===== src/rtl/field_arith_defs.sv =====
// Prime-field constants shared by the field units and the beta sequencer.
// p = 65521 = 2^16 - 15; F_I folds a lost shift-out bit back in, F_Q_P2_MI turns ~S into 1 - S.
`ifndef FIELD_ARITH_DEFS_SV
`define FIELD_ARITH_DEFS_SV
`define F_NBITS 16
`define F_P 16'd65521
`define F_I 16'd15
`define F_Q_P2_MI 16'd65508
`endif


===== src/rtl/verifier_beta_pkg.sv =====
// Shared state encoding and field constants for the sequential beta evaluator.
`include "field_arith_defs.sv"

package verifier_beta_pkg;
    localparam int FW = `F_NBITS;
    localparam logic [FW-1:0] FIELD_P = `F_P;
    localparam logic [FW-1:0] ONE = {{(FW-1){1'b0}}, 1'b1};

    typedef enum logic [2:0] {
        ST_IDLE,
        ST_DBL,
        ST_MULADD,
        ST_1M,
        ST_ADD,
        ST_MUL,
        ST_SCALE,
        ST_DONE
    } state_t;
endpackage


===== src/rtl/field_adder.sv =====
// Modular adder: result (a + b) mod p one cycle after an enable pulse.
// Operands may be any F_NBITS value, not only reduced residues.
`include "field_arith_defs.sv"

module field_adder (
    input  logic                clk,
    input  logic                rstn,
    input  logic                i_en,
    input  logic [`F_NBITS-1:0] i_a,
    input  logic [`F_NBITS-1:0] i_b,
    output logic [`F_NBITS-1:0] o_sum,
    output logic                o_ready
);
    logic [`F_NBITS:0]   w_sum;
    logic [`F_NBITS-1:0] r_sum;
    logic                r_ready;

    assign w_sum = {1'b0, i_a} + {1'b0, i_b};

    always_ff @(posedge clk) begin
        if (!rstn) begin
            r_sum   <= '0;
            r_ready <= 1'b0;
        end else if (i_en) begin
            r_sum   <= `F_NBITS'(w_sum % {1'b0, `F_P});
            r_ready <= 1'b1;
        end
    end

    assign o_sum   = r_sum;
    assign o_ready = r_ready;
endmodule


===== src/rtl/field_multiplier.sv =====
// Modular multiplier: operands captured on the enable pulse, product mod p
// ready two cycles later; ready drops while an operation is pending.
`include "field_arith_defs.sv"

module field_multiplier (
    input  logic                clk,
    input  logic                rstn,
    input  logic                i_en,
    input  logic [`F_NBITS-1:0] i_a,
    input  logic [`F_NBITS-1:0] i_b,
    output logic [`F_NBITS-1:0] o_prod,
    output logic                o_ready
);
    localparam logic [2*`F_NBITS-1:0] P_WIDE = {{`F_NBITS{1'b0}}, `F_P};

    logic [`F_NBITS-1:0]   r_a;
    logic [`F_NBITS-1:0]   r_b;
    logic                  r_pend;
    logic [`F_NBITS-1:0]   r_prod;
    logic                  r_ready;
    logic [2*`F_NBITS-1:0] w_full;

    assign w_full = {{`F_NBITS{1'b0}}, r_a} * {{`F_NBITS{1'b0}}, r_b};

    always_ff @(posedge clk) begin
        if (!rstn) begin
            r_a     <= '0;
            r_b     <= '0;
            r_pend  <= 1'b0;
            r_prod  <= '0;
            r_ready <= 1'b0;
        end else if (i_en) begin
            r_a     <= i_a;
            r_b     <= i_b;
            r_pend  <= 1'b1;
            r_ready <= 1'b0;
        end else if (r_pend) begin
            r_prod  <= `F_NBITS'(w_full % P_WIDE);
            r_pend  <= 1'b0;
            r_ready <= 1'b1;
        end
    end

    assign o_prod  = r_prod;
    assign o_ready = r_ready;
endmodule


===== src/rtl/verifier_compute_beta_seq.sv =====
// Sequential beta(z, w) = prod (2wz + 1 - w - z) mod p over up to NCOORD pairs,
// sharing one field adder and one field multiplier, with zero early-out and optional scaling.
`include "field_arith_defs.sv"

module verifier_compute_beta_seq
    import verifier_beta_pkg::*;
#(
    parameter int NCOORD = 8,
    parameter int CW     = $clog2(NCOORD + 1)
) (
    input  logic                       clk,
    input  logic                       rstb,
    input  logic                       start,
    input  logic                       restart,
    input  logic [CW-1:0]              ncoord,
    input  logic [`F_NBITS*NCOORD-1:0] w_vals,
    input  logic [`F_NBITS*NCOORD-1:0] z_vals,
    input  logic                       scale_en,
    input  logic [`F_NBITS-1:0]        scale_in,
    output logic                       busy,
    output logic                       done,
    output logic [`F_NBITS-1:0]        beta_out,
    output logic [CW-1:0]              coord_idx
);
    state_t          r_state;
    logic            r_pulse;
    logic            r_busy;
    logic            r_done;
    logic [FW-1:0]   r_acc;
    logic [CW-1:0]   r_idx;
    logic [CW-1:0]   r_neff;
    logic            r_scaleEn;
    logic [FW-1:0]   r_d;
    logic [FW-1:0]   r_s;
    logic [FW-1:0]   r_m;
    logic [FW-1:0]   r_n;
    logic [FW-1:0]   r_t;

    logic [CW-1:0]   w_neff;
    logic [CW-1:0]   w_idxNext;
    logic            w_lastIdx;
    state_t          w_finState;
    logic [FW-1:0]   w_w0;
    logic [FW-1:0]   w_wCur;
    logic [FW-1:0]   w_zCur;
    logic [FW-1:0]   w_wNext;
    logic            w_addEn;
    logic [FW-1:0]   w_addA;
    logic [FW-1:0]   w_addB;
    logic [FW-1:0]   w_addSum;
    logic            w_addReady;
    logic            w_mulEn;
    logic [FW-1:0]   w_mulA;
    logic [FW-1:0]   w_mulB;
    logic [FW-1:0]   w_mulProd;
    logic            w_mulReady;
    logic            w_rstn;

    // A set MSB means w<<1 overflows, so the doubling needs a reducing add.
    function automatic state_t coordState(input logic msb);
        return msb ? ST_DBL : ST_MULADD;
    endfunction

    assign w_neff     = (ncoord > CW'(NCOORD)) ? CW'(NCOORD) : ncoord;
    assign w_idxNext  = r_idx + CW'(1);
    assign w_lastIdx  = (r_idx == r_neff - CW'(1));
    assign w_finState = r_scaleEn ? ST_SCALE : ST_DONE;
    assign w_w0       = w_vals[FW-1:0];
    assign w_rstn     = ~rstb;

    always_comb begin
        w_wCur  = '0;
        w_zCur  = '0;
        w_wNext = '0;
        for (int i = 0; i < NCOORD; i++) begin
            if (CW'(i) == r_idx) begin
                w_wCur = w_vals[i*FW +: FW];
                w_zCur = z_vals[i*FW +: FW];
            end
            if (CW'(i) == w_idxNext) begin
                w_wNext = w_vals[i*FW +: FW];
            end
        end
    end

    // Operand steering for the shared units; enables fire only on the first cycle of a state.
    always_comb begin
        w_addEn = 1'b0;
        w_addA  = '0;
        w_addB  = '0;
        w_mulEn = 1'b0;
        w_mulA  = '0;
        w_mulB  = '0;
        case (r_state)
            ST_DBL: begin
                w_addEn = r_pulse;
                w_addA  = {w_wCur[FW-2:0], 1'b0};
                w_addB  = `F_I;
            end
            ST_MULADD: begin
                w_addEn = r_pulse;
                w_addA  = w_wCur;
                w_addB  = w_zCur;
                w_mulEn = r_pulse;
                w_mulA  = w_zCur;
                w_mulB  = r_d;
            end
            ST_1M: begin
                w_addEn = r_pulse;
                w_addA  = ~r_s;
                w_addB  = `F_Q_P2_MI;
            end
            ST_ADD: begin
                w_addEn = r_pulse;
                w_addA  = r_m;
                w_addB  = r_n;
            end
            ST_MUL: begin
                w_mulEn = r_pulse;
                w_mulA  = r_acc;
                w_mulB  = r_t;
            end
            ST_SCALE: begin
                w_mulEn = r_pulse;
                w_mulA  = r_acc;
                w_mulB  = scale_in;
            end
            default: begin
            end
        endcase
    end

    field_adder u_adder (
        .clk     (clk),
        .rstn    (w_rstn),
        .i_en    (w_addEn),
        .i_a     (w_addA),
        .i_b     (w_addB),
        .o_sum   (w_addSum),
        .o_ready (w_addReady)
    );

    field_multiplier u_mul (
        .clk     (clk),
        .rstn    (w_rstn),
        .i_en    (w_mulEn),
        .i_a     (w_mulA),
        .i_b     (w_mulB),
        .o_prod  (w_mulProd),
        .o_ready (w_mulReady)
    );

    // Unit ready is only trusted after the pulse cycle, since it may still reflect the previous op.
    always_ff @(posedge clk) begin
        if (rstb) begin
            r_state   <= ST_IDLE;
            r_pulse   <= 1'b0;
            r_busy    <= 1'b0;
            r_done    <= 1'b0;
            r_acc     <= '0;
            r_idx     <= '0;
            r_neff    <= '0;
            r_scaleEn <= 1'b0;
            r_d       <= '0;
            r_s       <= '0;
            r_m       <= '0;
            r_n       <= '0;
            r_t       <= '0;
        end else begin
            r_pulse <= 1'b0;
            case (r_state)
                ST_IDLE: begin
                    if (start) begin
                        r_busy    <= 1'b1;
                        r_idx     <= '0;
                        r_neff    <= w_neff;
                        r_scaleEn <= scale_en;
                        r_pulse   <= 1'b1;
                        r_d       <= {w_w0[FW-2:0], 1'b0};
                        if (restart) begin
                            r_acc <= ONE;
                        end
                        if (w_neff == '0) begin
                            r_state <= scale_en ? ST_SCALE : ST_DONE;
                        end else begin
                            r_state <= coordState(w_w0[FW-1]);
                        end
                    end
                end
                ST_DBL: begin
                    if (!r_pulse && w_addReady) begin
                        r_d     <= w_addSum;
                        r_state <= ST_MULADD;
                        r_pulse <= 1'b1;
                    end
                end
                ST_MULADD: begin
                    if (!r_pulse && w_addReady) begin
                        r_s     <= w_addSum;
                        r_state <= ST_1M;
                        r_pulse <= 1'b1;
                    end
                end
                ST_1M: begin
                    if (!r_pulse && w_addReady && w_mulReady) begin
                        r_n     <= w_addSum;
                        r_m     <= w_mulProd;
                        r_state <= ST_ADD;
                        r_pulse <= 1'b1;
                    end
                end
                ST_ADD: begin
                    if (!r_pulse && w_addReady) begin
                        if (w_addSum == '0) begin
                            r_acc   <= '0;
                            r_state <= ST_DONE;
                        end else if (r_acc == ONE) begin
                            r_acc   <= w_addSum;
                            r_pulse <= 1'b1;
                            if (w_lastIdx) begin
                                r_state <= w_finState;
                            end else begin
                                r_idx   <= w_idxNext;
                                r_d     <= {w_wNext[FW-2:0], 1'b0};
                                r_state <= coordState(w_wNext[FW-1]);
                            end
                        end else begin
                            r_t     <= w_addSum;
                            r_state <= ST_MUL;
                            r_pulse <= 1'b1;
                        end
                    end
                end
                ST_MUL: begin
                    if (!r_pulse && w_mulReady) begin
                        r_acc   <= w_mulProd;
                        r_pulse <= 1'b1;
                        if (w_lastIdx) begin
                            r_state <= w_finState;
                        end else begin
                            r_idx   <= w_idxNext;
                            r_d     <= {w_wNext[FW-2:0], 1'b0};
                            r_state <= coordState(w_wNext[FW-1]);
                        end
                    end
                end
                ST_SCALE: begin
                    if (!r_pulse && w_mulReady) begin
                        r_acc   <= w_mulProd;
                        r_state <= ST_DONE;
                    end
                end
                ST_DONE: begin
                    // Two cycles here: one to arm, one with done visible while busy is still high.
                    if (!r_done) begin
                        r_done <= 1'b1;
                    end else begin
                        r_done  <= 1'b0;
                        r_busy  <= 1'b0;
                        r_state <= ST_IDLE;
                    end
                end
                default: begin
                    r_state <= ST_IDLE;
                end
            endcase
        end
    end

    assign busy      = r_busy;
    assign done      = r_done;
    assign beta_out  = r_acc;
    assign coord_idx = r_idx;
endmodule

===== config.mk =====
export PLATFORM = sky130hd
export DESIGN_NAME = verifier_compute_beta_seq
export DESIGN_NICKNAME = d
export VERILOG_FILES = /design/src/rtl/verifier_beta_pkg.sv /design/src/rtl/field_adder.sv /design/src/rtl/field_multiplier.sv /design/src/rtl/verifier_compute_beta_seq.sv
export VERILOG_INCLUDE_DIRS = /design/src /design/src/rtl
export SDC_FILE = /design/constraint.sdc
export NUM_CORES = 2
export LEC_CHECK = 0
export CORE_ASPECT_RATIO = 1.75
export CORE_MARGIN = 2
export CORE_UTILIZATION = 50
export CTS_CLUSTER_DIAMETER = 120
export DETAILED_ROUTE_END_ITERATION = 10
export GPL_ROUTABILITY_DRIVEN = 1
export PLACE_DENSITY = 0.77
export SYNTH_ARGS = -nofsm -noshare
export SYNTH_HDL_FRONTEND = slang
export SYNTH_SLANG_ARGS = --single-unit

===== constraint.sdc =====
create_clock -name clk -period 29.3 [get_ports clk]
set_clock_uncertainty 0.05 [all_clocks]
set_input_delay 4.395 -clock clk [delete_from_list [all_inputs] [get_ports clk]]
set_output_delay 4.395 -clock clk [all_outputs]
set_load 0.02 [all_outputs]

# Word level (Yosys, flattened, before mapping)
# Index checks and enable logic that the tools add are counted.
totals:
  regBits: 178
  input_bits: 281
  output_inout_bits: 22
  wordCells: 177
classes:
  add_sub_neg: 3
  mul: 1
  div_mod_pow: 2
  n_lt_le_gt_ge: 1
  eq_ne: 36
  muxes: 82
  n_bitwise: 4
  n_reduce_logical: 28
op_table:
  columns: ["cell", "n"]
  rows:
  - ["16-bit two-way mux", 37]
  - ["16-bit case mux with 4 select lines", 3]
  - ["16-bit case mux with 3 select lines", 2]
  - ["3-bit two-way mux", 12]
  - ["3-bit by 4-bit equality test with 1-bit output, first input constant", 8]
  - ["32-bit by 16-bit remainder unit with 32-bit output, second input constant", 1]
  - ["16-bit by 16-bit multiplier with 32-bit output", 1]
  - ["16-bit case mux with 2 select lines", 1]
  - ["4-bit two-way mux", 7]
  - ["3-bit case mux with 8 select lines", 1]
  - ["2-bit != test, second input constant", 11]
  - ["16-bit by 16-bit adder with 17-bit output", 1]
  - ["17-bit by 16-bit remainder unit with 17-bit output, second input constant", 1]
  - ["16-bit by 1-bit equality test with 1-bit output, second input constant", 1]
  - ["2-bit by 4-bit equality test with 1-bit output, first input constant", 4]
  - ["16-bit zero test", 1]
  - ["16-bit NOT", 1]
  - ["1-bit two-way mux", 14]
  - ["3-bit equality test, second input constant", 4]
  - ["4-bit zero test", 3]
  - ["4-bit case mux with 3 select lines", 1]
  - ["6-bit AND reduction", 2]
  - ["1-bit by 4-bit equality test with 1-bit output, first input constant", 2]
  - ["2-bit AND reduction", 4]
  - ["25 further kinds", 34]

# Depth between registers and ports, before layout
depth:
  depth_word: 16
  mapped_depth: 91

# Cells and area by module
# From an unflattened synthesis, not the netlist that was laid out.
hier_totals:
  cells_unflattened: 4287
  area_unflattened_um2: 32118.3
modules_own_cells:
  columns: ["mod", "instances", "cells_each", "area_per_inst_um2"]
  rows:
  - ["field_multiplier", 1, 2635, 20438.4]
  - ["verifier_compute_beta_seq", 1, 1364, 9420.3]
  - ["field_adder", 1, 288, 2259.7]

# Worst setup path after synthesis
# OpenSTA, ideal clock, no wires.
synth_timing:
  path_type: "reg2reg"
  from: "reg u_mul.r_b[8]"
  to: "reg u_mul.r_prod[9] (netlist: u_mul.o_prod[9])"
  setup_ps: 117
  t_arrival_ps: 20562
  required_ps: 29133
  path_slack_ps: 8572
  path_stages_with_launch: 82
  n_path_buf: 7
  period_less_slack_ps: 20728
  path_cell_list: "dfxtp_1 > clkbuf_1 > clkbuf_1 > nand2_1 > fa_1 > inv_1 > fa_1 > inv_1 > fa_1 > inv_1 > fa_1 > fa_1 > inv_1 > fa_1 > inv_1 > ha_1 > buf_4 > nand4_2 > (+46 left out) > and3_1 > buf_2 > a31oi_1 > xnor2_1 > inv_1 > ha_1 > inv_1 > a31oi_2 > o32ai_1 > or3_1 > o2111ai_1 > and4bb_2 > nand4_2 > o41ai_4 > buf_4 > nand3_1 > xnor2_1 > a22o_1"
synth_via:
  elab_chain_len: 2
synth_lines:
  columns: ["element", "line", "text"]
  rows:
  - ["from (decl)", "field_multiplier.sv:17", "logic [`F_NBITS-1:0] r_b;"]
  - ["from (signal assigned)", "field_multiplier.sv:34", "r_b <= i_b;"]
  - ["16-bit by 16-bit multiplier with 32-bit output", "field_multiplier.sv:23", "assign w_full = {{`F_NBITS{1'b0}}, r_a} * {{`F_NBITS{1'b0}}, r_b};"]
  - ["32-bit by 16-bit remainder unit with 32-bit output", "field_multiplier.sv:38", "r_prod <= `F_NBITS'(w_full % P_WIDE);"]
  - ["to (signal assigned)", "field_multiplier.sv:38", null]
  - ["to (decl)", "field_multiplier.sv:19", "logic [`F_NBITS-1:0] r_prod;"]
# No other way between the ends.
# A chain may end at the register's enable or synchronous reset.

# Final worst setup path
layout_timing:
  from: "reg u_mul.r_b[9]"
  to: "reg u_mul.r_prod[7] (netlist: u_mul.o_prod[7])"
# Same word-level chain as after synthesis.

==> impl_metrics.py <==
metrics = {
    "die": {
        "start_util_pct": 50.5,
        "ios": 303,
        "die_w_um": 190,
        "dieArea_mm2": 0.0626,
        "rows": 119,
        "dieHeight_um": 330,
        "core_mm2": 0.0600,
    },
    "route": {
        "post_drt_via_cell_ratio": 6.51,
        "wl_per_cell_um": 24.0,
        "initialDrtViolationCount": 3218,
        "drc": 0,
        "vias": 33000,
        "antenna_left": 0,
        "dr.pass1.iters": 7,
        "drt-total-wl_mm": 121,
    },
    "synth": {
        "syn_area_mm2": 0.0303,
        "seq_area_frac_synth_pct": 11.8,
        "synth_top_area_share_pct": 12.9,
        "syn_nets": 4736,
        "netlist_instances": 4125,
        "synth_area_per_cell_um2": 7.34,
        "yosys_most_used_dff": "dfxtp_1",
        "ys_seq_elements": 178,
        "yosys.area.top_type": "fa_1",
        "async_flop_share_pct": 0,
        "synth_area_leaders": "fa_1 (13%), dfxtp_1 (12%), nand2_1 (6.3%)",
        "synth_edf_count": 0,
        "synth_warnings": 0,
        "synth.distinct_cells": 140,
    },
    "timing": {
        "tightest_slew_ns": 1.48,
        "final_max_slew_viol_count": 0,
        "setup_viol": 0,
        "timing.final.crit_share_pct": 88.8,
        "maxSlewHeadroom_pct": 0.412,
        "rsz0062_at_grt": "false",
        "tns_ns": 0,
        "fin_crit_ns": 26.03,
        "fmax_mhz": 38.4,
        "hold_viol": 0,
    },
    "power": {
        "internal_power_w": 0.000703,
        "seqPwrFrac_pct": 23.1,
        "power.leakage_nw": 14.1,
        "clkPwrFrac_pct": 19.2,
        "power.switching_w": 0.000663,
        "pwr-share-comb_pct": 57.8,
        "p_sw_share_pct": 48.5,
        "powerDensity_mw_per_mm2": 39.7,
        "peakVddDrop_uv": 57.1,
    },
    "setup_path": {
        "arrival_ns": 26.35,
        "crit_top_cell": "inv_1",
        "critPathRequiredTime_ns": 29.62,
        "r2r_slack_ns": 3.27,
        "path_class": "reg2reg",
        "end_kind": "flop",
        "reg2regPathDepth": 71,
        "cp_slowest_cell": "a2111oi_2",
        "r2r-end": "u_mul.o_prod[7]",
        "r2r-start": "u_mul.r_b[9]",
        "start_kind": "flop",
        "cp_max_fo": 17,
        "slowest_delay_ns": 0.95,
    },
    "layout": {
        "final_cell_mix": "nand2_1 (506), nor2_1 (428), a21oi_1 (301), clkdlybuf4s50_1 (301), inv_1 (266)",
        "drive_above_1_share_pct": 6.43,
        "area_growth_pct": 13.7,
        "fin_cells": 5064,
        "nFillCells": 5713,
        "seqCellArea_mm2": 0.00356,
        "fin_nets": 4881,
        "final_common_cell": "nand2_1",
        "multi_input_area_mm2": 0.0248,
    },
    "placement": {
        "port_buffers": 302,
        "gp_congestion": 1.08,
        "dpl.cell_count": 5029,
        "hpwl_mm": 97.1,
    },
    "global_routing": {
        "grt-ovfl-total": 0,
        "grt_max_degree": 81,
        "antenna_found_initial": 2,
        "track_usage_pct": 37.9,
        "grt_pass1_vias": 32300,
        "grt_pass1_wl_mm": 183,
    },
    "run_status": {
        "status": "finished, violations left",
        "violations": "max-capacitance violations",
    },
    "clocking": {
        "cts_hold_buf": 0,
        "cts_root_buf": "clkbuf_16",
        "cts_setup_buffers": 0,
        "cts_sinks": 178,
        "worstSkewPairLatency_ns": 0.52,
        "htree_levels": 4,
        "cts_tree": "done",
        "numCtsBuffers": 25,
        "max-clock-path-buffers": 3,
        "clk_pin_slew_ns": 0.08,
        "post_cts_resized": 0,
    },
    "run": {
        "drv_cap": 1,
    },
    "hold_path": {
        "hold_path_startpoint": "r_d[15]",
        "hold_path_class": "reg2reg",
        "holdPathStages": 2,
        "min_to": "r_d[15]",
    },
}
==> per-layer routing <==
| metal | GRT usage (%) | wire, um | share of wire [%] |
|---|---|---|---|
| met5 | 0 | 13 | 0.011 |
| met3 | 7.03 | 8240 | 6.8 |
| met4 | 34.4 | 13200 | 11 |
| met2 | 67.6 | 60100 | 49 |
| met1 | 36.8 | 39800 | 33 |
==> critical path, delay by kind of cell, from the launching register on <==
kind,cells,cell delay (ns)
fa+ha+maj,8,3.79
flops,1,0.80
simple gates,22,7.09
xor+xnor,3,0.88
compound gates,28,11.32
mux,3,1.45
buf+inv,7,0.46
==> per-stage QoR <==
step | hold WS (ns) | instance area [um^2] | util (%) | worst slack (ns) | power, W
after floorplan | 0.379 | 30300 | - | 8.57 | 0.000805
after global placement | 0.387 | 33700 | 56.2 | 4.27 | 0.00107
after detailed placement | 0.394 | 33700 | 56.2 | 3.84 | 0.00107
after CTS | 0.401 | 34400 | 57.3 | 3.77 | 0.00133
after global routing | 0.424 | 34400 | 57.4 | 1.21 | 0.00143
final | 0.401 | 34400 | 57.4 | 3.27 | 0.00137
==> power groups by stage <==
stage / logic, W / registers [W] / clock network (W)
final: 0.000789 / 0.000315 / 0.000262
after global routing: 0.000843 / 0.000316 / 0.000269
after CTS: 0.000760 / 0.000311 / 0.000262
after detailed placement: 0.000755 / 0.000317 / 0
after global placement: 0.000751 / 0.000315 / 0
after floorplan: 0.000517 / 0.000288 / 0
==> flip-flops by register name, indices dropped and copies added (netlist names), 3 cells and up <==
name / count
r_d: 16
r_n: 16
r_state: 3
r_t: 16
u_adder.o_sum: 16
beta_out: 16
r_neff: 4
u_mul.o_prod: 16
r_s: 16
u_mul.r_b: 16
u_mul.r_a: 16
r_m: 16
coord_idx: 4
==> worst max path at each step <==
| stage | start | end | slack, ns |
|---|---|---|---|
| finish | u_mul.r_b[9] | u_mul.o_prod[7] | 3.27 |
| global route | u_mul.r_b[9] | u_mul.o_prod[7] | 1.21 |
| CTS | u_mul.r_a[5] | u_mul.o_prod[7] | 3.77 |
| detailed placement | u_mul.r_a[5] | u_mul.o_prod[7] | 3.84 |
| global placement | u_mul.r_a[6] | u_mul.o_prod[7] | 4.27 |
| floorplan | u_mul.r_b[8] | u_mul.o_prod[9] | 8.57 |
==> synth_stat cells (20+ instances only) <==
master	number
nand2_1	509
nor2_1	429
a21oi_1	301
inv_1	266
fa_1	195
clkbuf_1	188
dfxtp_1	178
and2_1	161
o21ai_0	157
ha_1	135
a22oi_1	121
nor3_1	120
xnor2_1	115
a211oi_1	103
nand3_1	72
o211ai_1	65
mux2i_1	49
xor2_1	49
and3_1	44
nand4_1	42
a31oi_1	37
o21ai_1	36
a221oi_1	35
nor4_1	34
or3_1	34
a211o_1	29
a21o_1	29
or2_2	29
o21a_1	25
nand2b_1	24
mux2_2	23
o31ai_1	22
o22ai_1	20
==> kinds of logic (layout without fill, tap and decap cells) <==
| family | after synthesis | after routing | share of synthesized area [%] |
|---|---|---|---|
| and+or+nand+nor | 1642 | 1642 | 27.0 |
| AOI/OAI and AO/OA | 1221 | 1221 | 28.3 |
| buffers and inverters | 502 | 651 | 6.50 |
| adders and majority gates | 335 | 335 | 18.6 |
| DFF | 178 | 178 | 11.8 |
| xor gates and xnor gates | 167 | 167 | 4.94 |
| muxes | 80 | 80 | 2.83 |
| other | 0 | 4 | 0 |
==> area by class of cell <==
class,instances,area share (%)
antenna,4,0.0291
clock buffer,29,1.92
clock inverter,2,0.0436
inverter,267,2.91
multi-input combinational,3445,72.0
sequential,178,10.4
tap,786,2.86
timing repair buffer,353,9.89
No activity file was read; power rests on OpenSTA's default activity.
